## src/rtl/mem_arbiter_rr.sv

```systemverilog
// N-client arbiter in front of a single cacheline memory port.
// Latches the granted client's command and hands off back-to-back on mem_resp.
module mem_arbiter_rr #(
    parameter int NUM_CLIENTS    = 2,
    parameter int ADDR_WIDTH     = 32,
    parameter int LINE_WIDTH     = 256,
    parameter int FIXED_PRIORITY = 0,
    localparam int OW            = (NUM_CLIENTS > 1) ? $clog2(NUM_CLIENTS) : 1
) (
    input  logic                              clk,
    input  logic                              rst,
    input  logic [NUM_CLIENTS-1:0]            client_read,
    input  logic [NUM_CLIENTS-1:0]            client_write,
    input  logic [NUM_CLIENTS*ADDR_WIDTH-1:0] client_address,
    input  logic [NUM_CLIENTS*LINE_WIDTH-1:0] client_wdata,
    output logic [LINE_WIDTH-1:0]             client_rdata,
    output logic [NUM_CLIENTS-1:0]            client_resp,
    input  logic                              mem_resp,
    input  logic [LINE_WIDTH-1:0]             mem_rdata,
    output logic                              mem_read,
    output logic                              mem_write,
    output logic [ADDR_WIDTH-1:0]             mem_address,
    output logic [LINE_WIDTH-1:0]             mem_wdata,
    output logic [OW-1:0]                     owner,
    output logic                              busy
);

    typedef enum logic [0:0] {
        ST_IDLE = 1'b0,
        ST_BUSY = 1'b1
    } state_t;

    state_t                  r_state;
    state_t                  w_state_nx;
    logic                    r_read;
    logic                    r_write;
    logic [ADDR_WIDTH-1:0]   r_addr;
    logic [LINE_WIDTH-1:0]   r_wdata;
    logic [OW-1:0]           r_owner;
    logic                    r_busy;
    logic [OW-1:0]           r_rr_ptr;

    logic [NUM_CLIENTS-1:0]   w_req;
    logic [NUM_CLIENTS-1:0]   w_cand;
    logic [2*NUM_CLIENTS-1:0] w_rot;
    logic [OW-1:0]            w_base;
    logic [OW-1:0]            w_sel;
    logic                     w_found;
    logic                     w_rd;
    logic                     w_wr;
    logic [ADDR_WIDTH-1:0]    w_addr;
    logic [LINE_WIDTH-1:0]    w_wdata;
    logic                     w_load;
    logic                     w_clear;
    logic                     w_resp_en;

    function automatic logic [NUM_CLIENTS-1:0] f_onehot(input logic [OW-1:0] idx);
        return {{(NUM_CLIENTS-1){1'b0}}, 1'b1} << idx;
    endfunction

    // Indices may exceed NUM_CLIENTS-1 by less than NUM_CLIENTS; fold them back.
    function automatic logic [OW-1:0] f_wrap(input logic [OW:0] v);
        logic [OW:0] w;
        w = (v >= (OW+1)'(NUM_CLIENTS)) ? (v - (OW+1)'(NUM_CLIENTS)) : v;
        return w[OW-1:0];
    endfunction

    assign w_req     = client_read | client_write;
    assign w_resp_en = (r_state == ST_BUSY) && mem_resp;

    // Owner is masked while busy so a hand-off never regrants the finishing client.
    always_comb begin
        w_cand  = w_req & ((r_state == ST_BUSY) ? ~f_onehot(r_owner) : {NUM_CLIENTS{1'b1}});
        w_base  = (FIXED_PRIORITY != 0) ? {OW{1'b0}} : r_rr_ptr;
        w_rot   = {w_cand, w_cand} >> w_base;
        w_found = |w_rot[NUM_CLIENTS-1:0];
        w_sel   = {OW{1'b0}};
        for (int j = NUM_CLIENTS - 1; j >= 0; j--) begin
            w_sel = w_rot[j] ? f_wrap({1'b0, w_base} + (OW+1)'(j)) : w_sel;
        end
    end

    // Command mux for the selected client.
    always_comb begin
        w_rd    = 1'b0;
        w_wr    = 1'b0;
        w_addr  = {ADDR_WIDTH{1'b0}};
        w_wdata = {LINE_WIDTH{1'b0}};
        for (int i = 0; i < NUM_CLIENTS; i++) begin
            w_rd    = (w_sel == OW'(i)) ? client_read[i]  : w_rd;
            w_wr    = (w_sel == OW'(i)) ? client_write[i] : w_wr;
            w_addr  = (w_sel == OW'(i)) ? client_address[i*ADDR_WIDTH +: ADDR_WIDTH] : w_addr;
            w_wdata = (w_sel == OW'(i)) ? client_wdata[i*LINE_WIDTH +: LINE_WIDTH]   : w_wdata;
        end
    end

    // Next-state and load/clear decisions.
    always_comb begin
        w_state_nx = r_state;
        w_load     = 1'b0;
        w_clear    = 1'b0;
        case (r_state)
            ST_IDLE: begin
                if (w_found) begin
                    w_state_nx = ST_BUSY;
                    w_load     = 1'b1;
                end else begin
                    w_state_nx = ST_IDLE;
                end
            end
            ST_BUSY: begin
                if (mem_resp) begin
                    if (w_found) begin
                        w_state_nx = ST_BUSY;
                        w_load     = 1'b1;
                    end else begin
                        w_state_nx = ST_IDLE;
                        w_clear    = 1'b1;
                    end
                end else begin
                    w_state_nx = ST_BUSY;
                end
            end
            default: begin
                w_state_nx = ST_IDLE;
            end
        endcase
    end

    // State and latched command registers; a write wins over a simultaneous read.
    always_ff @(posedge clk or negedge rst) begin
        if (!rst) begin
            r_state  <= ST_IDLE;
            r_read   <= 1'b0;
            r_write  <= 1'b0;
            r_addr   <= {ADDR_WIDTH{1'b0}};
            r_wdata  <= {LINE_WIDTH{1'b0}};
            r_owner  <= {OW{1'b0}};
            r_busy   <= 1'b0;
            r_rr_ptr <= {OW{1'b0}};
        end else begin
            r_state <= w_state_nx;
            if (w_load) begin
                r_read   <= w_rd & ~w_wr;
                r_write  <= w_wr;
                r_addr   <= w_addr;
                r_wdata  <= w_wdata;
                r_owner  <= w_sel;
                r_busy   <= 1'b1;
                r_rr_ptr <= f_wrap({1'b0, w_sel} + (OW+1)'(1));
            end else if (w_clear) begin
                r_read  <= 1'b0;
                r_write <= 1'b0;
                r_addr  <= {ADDR_WIDTH{1'b0}};
                r_wdata <= {LINE_WIDTH{1'b0}};
                r_busy  <= 1'b0;
            end
        end
    end

    assign mem_read     = r_read;
    assign mem_write    = r_write;
    assign mem_address  = r_addr;
    assign mem_wdata    = r_wdata;
    assign owner        = r_owner;
    assign busy         = r_busy;
    assign client_resp  = w_resp_en ? f_onehot(r_owner) : {NUM_CLIENTS{1'b0}};
    assign client_rdata = w_resp_en ? mem_rdata : {LINE_WIDTH{1'b0}};

endmodule

```

## config.mk

```make
export PLATFORM = sky130hd
export DESIGN_NAME = mem_arbiter_rr
export DESIGN_NICKNAME = d
export VERILOG_FILES = /design/src/rtl/mem_arbiter_rr.sv
export SDC_FILE = /design/constraint.sdc
export NUM_CORES = 1
export LEC_CHECK = 0
export CAP_MARGIN = 25
export CORE_AREA = 10 10 537 539
export DETAILED_ROUTE_END_ITERATION = 10
export DIE_AREA = 0 0 547 549
export MAX_ROUTING_LAYER = met4
export PLACE_DENSITY = 0.3
export SYNTH_ARGS = -nofsm -noshare
export SYNTH_HDL_FRONTEND = slang
export SYNTH_SLANG_ARGS = --single-unit
```

## constraint.sdc

```tcl
create_clock -name clk -period 2.1 [get_ports clk]
set_clock_uncertainty 0.05 [all_clocks]
set_input_delay 0.21 -clock clk [delete_from_list [all_inputs] [get_ports clk]]
set_output_delay 0.21 -clock clk [all_outputs]
set_load 0.03 [all_outputs]
```

==> results.md, run 1 <==
- Layout Nets: 3,565
- Max Clk Rate: 439 MHz
- Fraction of layout cells with a size suffix above 1: 28.2%
- FP Rows: 194
- Commonest register cell after synthesis: dfrtp_1
- # Max-Cap Violations: 0
- Total routed wirelength: 203,000 um
- Final setup TNS: -21.95 ns
- Clock root cell: clkbuf_16
- Worst hold-check path type: input port to async pin
- Synth cell count leaders: dfrtp_1 (294), a221o_1 (288), and2_1 (288), and3_1 (257), clkbuf_1 (95)
- Pre-Repair DR Iteration Count: 4
- DP Cell Count: 6,388
- Post-Syn Area: 14,600 um^2
- Full die area: 300,000 um^2
- Layout fillers: 31,300
- RSZ-0062 raised after global routing: yes
- Cell Count, Final, Fillers Out: 6,504
- Pwr Density: 1120 nW/um^2
- Seq/Total Area, Yosys: 50.5%
- Failing checks: negative setup slack
- Pin count of the biggest net entering global routing: 68
- Number of I/O pins: 1,389
- Number of synthesis warnings: 0
- Crit Path Category: flop to output pin
- Synth top area share: 50.5%
- Grt ovf: 0
- Dpl hpwl: 177,000 um
- CTS Buffer Depth: 3
- Area contributors post-synth: dfrtp_1 (51%), a221o_1 (20%), and2_1 (12%)
- Core box area: 278,000 um^2
- Iteration-0 DRC Markers: 1,157
- Final slew viol count: 0
- Worst EP arrival: 2.02 ns
- Final setup fails: 221
- Post-synthesis cell count: 1,313
- CTS HTree Levels: 2
- Clock sinks: 294
- Area leader, netlist: dfrtp_1
- Worst endpoint required time: 1.84 ns
- Post-route setup slack: -0.177 ns
- Distinct cells, synth: 27
- Tmin final: 2.28 ns
- CP Capture Type: output pin
- P_leak: 15.3 nW
- Crit start category: flop
- Vias in the first global route: 19,900
- Fin crit share: 108%
- Via Count: 18,500
- Cell area after layout: 38,100 um^2
- Status: complete, but fails checks
- Worst skew pair latency: 0.61 ns
- Gr usage total: 13.1%
- Worst-path clk slew: 0.06 ns
- Worst IR Drop VDD: 487 uV
- Initial antenna violation count: 111
- Chip Height: 549 um
- Drc violations: 0
- Area Growth Syn to Fin: 162%
- Measured slew at the worst slew-check pin: 0.621 ns
- Die W: 547 um
- Antenna Violating Nets Remaining: 0
- Worst slew margin: 58.5%
- Critical path fanouts, max: 24
- Routability cong.: 0.865
- CTS tree: done
- Fin. Hold Viols: 0
- CTS buffer count: 41
- Wire per inst: 31.1 um
- Vias/cell: 2.84
- First-pass GRT wire length: 248,000 um
- Async SR Flop Fraction: 100%
- Synthesized area per cell: 11.1 um^2
- Syn nets: 2,152
- Initial Util: 5.24%
- Placed instance area: 35,300 um^2
- Synth Register Bits: 294
- Post-synth EDFFs: 0
- Top-count cell post-synth: dfrtp_1
- Input/output buffers: 1,388
cells in the final DEF, fill, tap and decap left out, types with 3 or more instances in the layout:
cell and instances:
and2_1 288, buf_4 248, buf_6 24, and3_1 76, buf_16 8, clkbuf_1 10
buf_12 239, clkbuf_8 9, and3_2 14, diode_2 27, a21oi_1 4, and3_4 167
nand2_1 6, clkdlybuf4s50_1 954, clkinv_2 6, clkbuf_16 46, dfrtp_1 293, dlygate4sd2_1 3
a221o_1 288, dlymetal6s2s_1 37
registers in the layout, summed over array words and instances (netlist names):
signal and count:
mem_address 32, mem_write 1, r_state 1, busy 1, mem_read 1, mem_wdata 256
owner 1, r_rr_ptr 1
cells by family (layout without fill, tap and decap cells):
group / Yosys count / count (layout) / synth area share [%]
buffers and inverters: 155 / 1595 / 4.68
other: 0 / 27 / 0
flip-flops: 294 / 294 / 50.5
multiplexers: 3 / 3 / 0.292
AO/OA/AOI/OAI: 300 / 300 / 20.5
AND/OR/NAND/NOR: 561 / 561 / 24.0
layer usage:
metal / up-vias / share of wire [%] / global-route usage, %
li1: 7910 / - / -
met2: 1199 / 50 / 22.6
met5: - / 0 / -
met4: 0 / 1.5 / 1.58
met3: 207 / 15 / 9.21
met1: 9152 / 34 / 12.2
area by class of cell:
cell class	instances	area [um^2]	area share, %
multi-input combinational	864	7390	19.4
timing repair buffer	1524	17300	45.5
clock inverter	10	108	0.282
inverter	1	3.75	0.00984
sequential	294	7360	19.3
tap	3724	4660	12.2
clock buffer	60	1200	3.14
antenna	27	67.6	0.177
critical path, stage by stage (launching register included):
cell and delay (ns):
dfrtp_4 0.49, buf_12 0.17, buf_4 0.17, clkbuf_16 0.19, and3_1 0.17, buf_4 0.17
final timing paths:
| kind | from | cells after the start | endpoint | slack, ns |
|---|---|---|---|---|
| min in group clk | client_wdata[293] | 2 | mem_wdata[37] | 0.13 |
| max in group asynchronous | rst | 3 | mem_wdata[24] | 1.14 |
| max reg2reg | r_state | 6 | mem_address[11] | 0 |
| min | rst | 2 | mem_wdata[136] | 0.07 |
| min reg2reg | busy | 2 | busy | 0.43 |
| max | r_state | 5 | client_rdata[12] | -0.18 |
metrics by stage:
| step | worst slack (ns) | power (mW) | util [%] | hold WS [ns] |
|---|---|---|---|---|
| after floorplan | 0.238 | 19.4 | - | -0.136 |
| after detailed placement | -0.395 | 35.9 | 12.7 | 0.0959 |
| after global placement | -0.378 | 36.1 | 12.7 | 0.0983 |
| after CTS | -0.242 | 43.9 | 13.4 | 0.0266 |
| final | -0.177 | 42.6 | 13.7 | 0.0661 |
| after global routing | -0.228 | 45.3 | 13.7 | 0.0716 |
timing repair:
item / in CTS / in global routing
setup buffers: 3 / 4
gates resized for setup: 159 / 150
endpoints found under the hold margin: 296 / 0
cloned: 5 / 5
setup endpoints to repair: 296 / 541
hold buffers: 2 / 0
pin swaps: 1 / 5
report_power, final:
part | internal [mW] | switching [mW] | total, mW
Clock | 4.08 | 3.12 | 7.20
Combinational | 10.1 | 15.3 | 25.4
Sequential | 8.02 | 1.92 | 9.94
Total | 22.2 | 20.4 | 42.6
Power figures use the tool's default switching activity.
==> run 2: changes to the inputs <==
Settings changed: CORE_AREA 10 10 537 539 to 3 3 546 548, DIE_AREA 0 0 547 549 to 0 0 549 551, SKIP_CTS_REPAIR_TIMING set to 1, TNS_END_PERCENT set to 5.
==> run 2 against run 1 <==
Effect of this change:
- the flow still finishes with violations (negative setup slack)
- total power up 0.15%
- non-clock buffer count fell by 6
- clock power increased by 7.1%
- worst hold slack better by 0.027 ns
- sequential share of layout area is 0.30 points higher
- sequential power about the same
- fmax fell by 3.0%
- critical path type unchanged
- highest routed layer unchanged
==> results.md, run 2 (synthesis results as in run 1) <==
- Core box area: 294,000 um^2
- Chip Height: 551 um
- Initial antenna violation count: 122
- Pre-Repair DR Iteration Count: 5
- Measured slew at the worst slew-check pin: 0.583 ns
- Input/output buffers: 1,388
- Total routed wirelength: 207,000 um
- Antenna Violating Nets Remaining: 0
- Dpl hpwl: 182,000 um
- Worst slew margin: 61.1%
- Clock sinks: 294
- Crit Path Category: flop to output pin
- CTS buffer count: 44
- Fin. Hold Viols: 0
- Most used cell, CP: buf_12
- Wire per inst: 30.7 um
- Clock root cell: clkbuf_16
- Worst EP arrival: 2.09 ns
- Fin crit share: 112%
- Status: complete, but fails checks
- Worst-path clk slew: 0.06 ns
- Commonest non-fill, non-tap cell in the layout: clkdlybuf4s50_1
- Failing checks: negative setup slack
- Post-route setup slack: -0.248 ns
- Area Growth Syn to Fin: 158%
- Final setup fails: 272
- Min Hold Slack: 0.0930 ns
- CTS tree: done
- Layout Nets: 3,562
- FP Rows: 199
- CTS Buffer Depth: 3
- Die W: 549 um
- Worst path buffer plus inverter count: 4
- DP Worst Slack: -0.356 ns
- Iteration-0 DRC Markers: 1,071
- First-pass GRT wire length: 252,000 um
- Max Clk Rate: 426 MHz
- Vias in the first global route: 19,700
- CP Capture Type: output pin
- Max reg flops: 256
- Tmin final: 2.35 ns
- Worst hold-check path type: input port to async pin
- CTS HTree Levels: 2
- RSZ-0062 raised after global routing: yes
- Critical path fanouts, max: 21
- Gr usage total: 13.4%
- Initial Util: 4.96%
- Routability cong.: 0.929
- Vias/cell: 2.76
- Cells along the critical path: buf_12, buf_4, clkbuf_16, and3_4, buf_12
- Slowest CP cell: dfrtp_4
- Via Count: 18,600
- Worst IR Drop VDD: 557 uV
- CP peak stage delay: 0.48 ns
- # Max-Cap Violations: 0
- Number of I/O pins: 1,389
- Crit start category: flop
- Full die area: 302,000 um^2
- Commonest non-fill, non-tap cells in the layout: clkdlybuf4s50_1 (957), dfrtp_1 (293), and2_1 (288), a221o_1 (288), buf_4 (260)
- Top delay family on crit path: buffers and inverters
- Pin count of the biggest net entering global routing: 55
- Final slew viol count: 0
- Fraction of layout cells with a size suffix above 1: 24.0%
- Worst endpoint required time: 1.84 ns
- Worst skew pair latency: 0.62 ns
- Grt ovf: 0
- Drc violations: 0
- P_leak: 15.3 nW
- Pwr Density: 1140 nW/um^2
- Final Core Density: 12.8%
-- run 2: cell type report --
type / instances / area, um^2
Tap cell: 3919 / 4900
Inverter: 1 / 3.75
Clock buffer: 64 / 1260
Sequential cell: 294 / 7360
Fill cell: 33300 / 256000
Antenna cell: 61 / 153
Clock inverter: 11 / 163
Multi-Input combinational cell: 864 / 6780
Timing Repair Buffer: 1518 / 16900
-- run 2: layer usage --
layer  up-vias  routed length [um]  global-route usage [%]
met5         -                   0                       -
met2      1169              101000                    22.5
met4         0                4960                    2.89
met3       219               32800                    9.18
met1      9235               68000                    12.6
li1       7947                   -                       -
-- run 2: worst paths after layout --
check / slack [ns] / cells past startpoint / startpoint / endpoint
worst min register to register: 0.43 / 2 / busy / busy
min in group clk: 0.15 / 2 / client_wdata[307] / mem_wdata[51]
max in group asynchronous: 1.14 / 3 / rst / mem_address[28]
worst min-delay path: 0.09 / 2 / rst / mem_wdata[156]
worst max-delay path: -0.25 / 5 / r_state / client_rdata[32]
worst max register to register: -0.02 / 7 / r_state / mem_wdata[95]
-- run 2: power by group --
group / switching (mW) / internal (mW) / leakage, nW / total [mW]
Clock: 3.20 / 4.50 / 0.696 / 7.71
Combinational: 15.1 / 9.69 / 11.0 / 24.8
Sequential: 2.10 / 8.02 / 3.65 / 10.1
-- run 2: stage by stage --
step | cells | setup TNS [ns] | total power [mW] | cell area, um^2
global placement | 6587 | -76.00 | 36.0 | 35300
floorplan | 1313 | 0 | 19.4 | 14600
global route | 6720 | -78.37 | 45.5 | 37500
CTS | 6662 | -105.26 | 44.1 | 36800
detailed placement | 6587 | -79.83 | 35.8 | 35300
finish | 6732 | -42.33 | 42.6 | 37500
==> run 3: changes to the inputs <==
Settings changed: TNS_END_PERCENT 5 to 30.
==> run 3 against run 2 <==
Effect of this change:
- the flow still finishes with violations (negative setup slack)
- die area stayed put
- count of clock-buffer cells in the layout unchanged
- core utilization rose by 0.084 points
- worst hold slack got worse by 0.0019 ns
- combinational power about the same
- final cell count unchanged
- total power is 0.30% higher
- sequential power about the same
- global-route usage stayed put
- sequential share of layout area shrank 0.13 points
- critical path type unchanged
- largest cell class unchanged
==> results.md, run 3 (synthesis results as in run 1) <==
- Status: complete, but fails checks
- Failing checks: negative setup slack
- Post-route setup slack: -0.250 ns
- CTS buffer count: 44
- Layout Nets: 3,566
- Worst-path clk slew: 0.06 ns
- Final setup fails: 256
- Max Clk Rate: 426 MHz
- Pre-Repair DR Iteration Count: 5
- CTS HTree Levels: 2
- Via Count: 18,600
- Pin count of the biggest net entering global routing: 55
- Drc violations: 0
- Input/output buffers: 1,388
- CP Capture Type: output pin
- Area Growth Syn to Fin: 160%
- Total routed wirelength: 207,000 um
- # Max-Cap Violations: 0
- Tmin final: 2.35 ns
- CTS Buffer Depth: 3
- Antenna Violating Nets Remaining: 0
- Dpl hpwl: 182,000 um
- Placed instance area: 35,300 um^2
- Die W: 549 um
- Worst skew pair latency: 0.62 ns
- Max reg flops: 256
- P_leak: 15.1 nW
- Vias/cell: 2.77
- Routability cong.: 0.929
- Commonest non-fill, non-tap cell in the layout: clkdlybuf4s50_1
- Vias in the first global route: 19,700
- Fraction of layout cells with a size suffix above 1: 25.4%
- Worst hold-check path type: input port to async pin
- Clock sinks: 294
- Clock root cell: clkbuf_16
- Measured slew at the worst slew-check pin: 0.583 ns
- Total power: 42.7 mW
- Pwr Density: 1130 nW/um^2
- Cell area after layout: 37,800 um^2
- Crit start category: flop
- Worst IR Drop VDD: 556 uV
- Final Core Density: 12.9%
- Critical path fanouts, max: 21
- Initial antenna violation count: 123
- Worst endpoint required time: 1.84 ns
- Initial Util: 4.96%
- CTS tree: done
- Number of I/O pins: 1,389
- Final slew viol count: 0
- Worst slew margin: 61.1%
- Full die area: 302,000 um^2
- Crit Path Category: flop to output pin
- Worst EP arrival: 2.09 ns
- Grt ovf: 0
- DP Worst Slack: -0.356 ns
- Commonest non-fill, non-tap cells in the layout: clkdlybuf4s50_1 (974), dfrtp_1 (293), and2_1 (288), a221o_1 (288), buf_4 (268)
- Core box area: 294,000 um^2
- Gr usage total: 13.4%
- RSZ-0062 raised after global routing: yes
- Min Hold Slack: 0.0910 ns
- Chip Height: 551 um
- FP Rows: 199
- First-pass GRT wire length: 252,000 um
- Wire per inst: 30.8 um
- Iteration-0 DRC Markers: 1,143
- Fin crit share: 112%
- Layout fillers: 33,200
- Fin. Hold Viols: 0
## run 3: cell count changes in the layout (fill, tap and decap cells not counted), moves of 2 or more
| cell | delta |
|---|---|
| and3_1 | -38 |
| and3_2 | -18 |
| and3_4 | +56 |
| buf_12 | +2 |
| buf_4 | +8 |
| buf_6 | -5 |
| clkbuf_2 | -2 |
| clkdlybuf4s50_1 | +17 |
| diode_2 | -4 |
| dlymetal6s2s_1 | -15 |
## run 3: cell type report
| type | count | area [um^2] | area share [%] |
|---|---|---|---|
| well taps | 3919 | 4900 | 13.0 |
| repair buffers | 1522 | 16900 | 44.8 |
| multi-input cells | 864 | 7040 | 18.6 |
| inverters | 1 | 3.75 | 0.00993 |
| clock inverters | 11 | 163 | 0.430 |
| diodes | 57 | 143 | 0.377 |
| clock buffers | 64 | 1260 | 3.32 |
| flip-flops and latches | 294 | 7360 | 19.5 |
## run 3: final timing paths
path                            slack [ns]          endpoint  cells after the start              start
worst max-delay path                 -0.25  client_rdata[32]                      5            r_state
worst min-delay path                  0.09    mem_wdata[156]                      2                rst
worst max register to register           0     mem_wdata[95]                      7            r_state
worst min register to register        0.43              busy                      2               busy
max in group asynchronous             1.14   mem_address[28]                      3                rst
min in group clk                      0.14     mem_wdata[51]                      2  client_wdata[307]
## run 3: routing by layer
metal	up-vias	GRT usage, %	wire [um]
met4	0	2.89	5070
met3	220	9.18	32700
li1	7961	-	-
met1	9241	12.6	68500
met2	1195	22.5	101000
met5	-	-	0
## run 3: critical path, cell delays in order, from the launching register on
cell       delay, ns
dfrtp_4         0.48
buf_12          0.18
buf_4           0.14
clkbuf_16       0.22
and3_4          0.22
buf_12          0.15
## run 3: power by group
part,switching (mW),internal (mW)
combinational,15.1,9.79
sequential,2.12,8.02
clock,3.22,4.50
## run 3: through the flow
step           cells  setup TNS (ns)
2_1_floorplan   1313               0
5_1_grt         6725          -79.61
3_3_place_gp    6587          -76.00
6_report        6732          -42.86
4_1_cts         6662         -105.26
3_5_place_dp    6587          -79.83
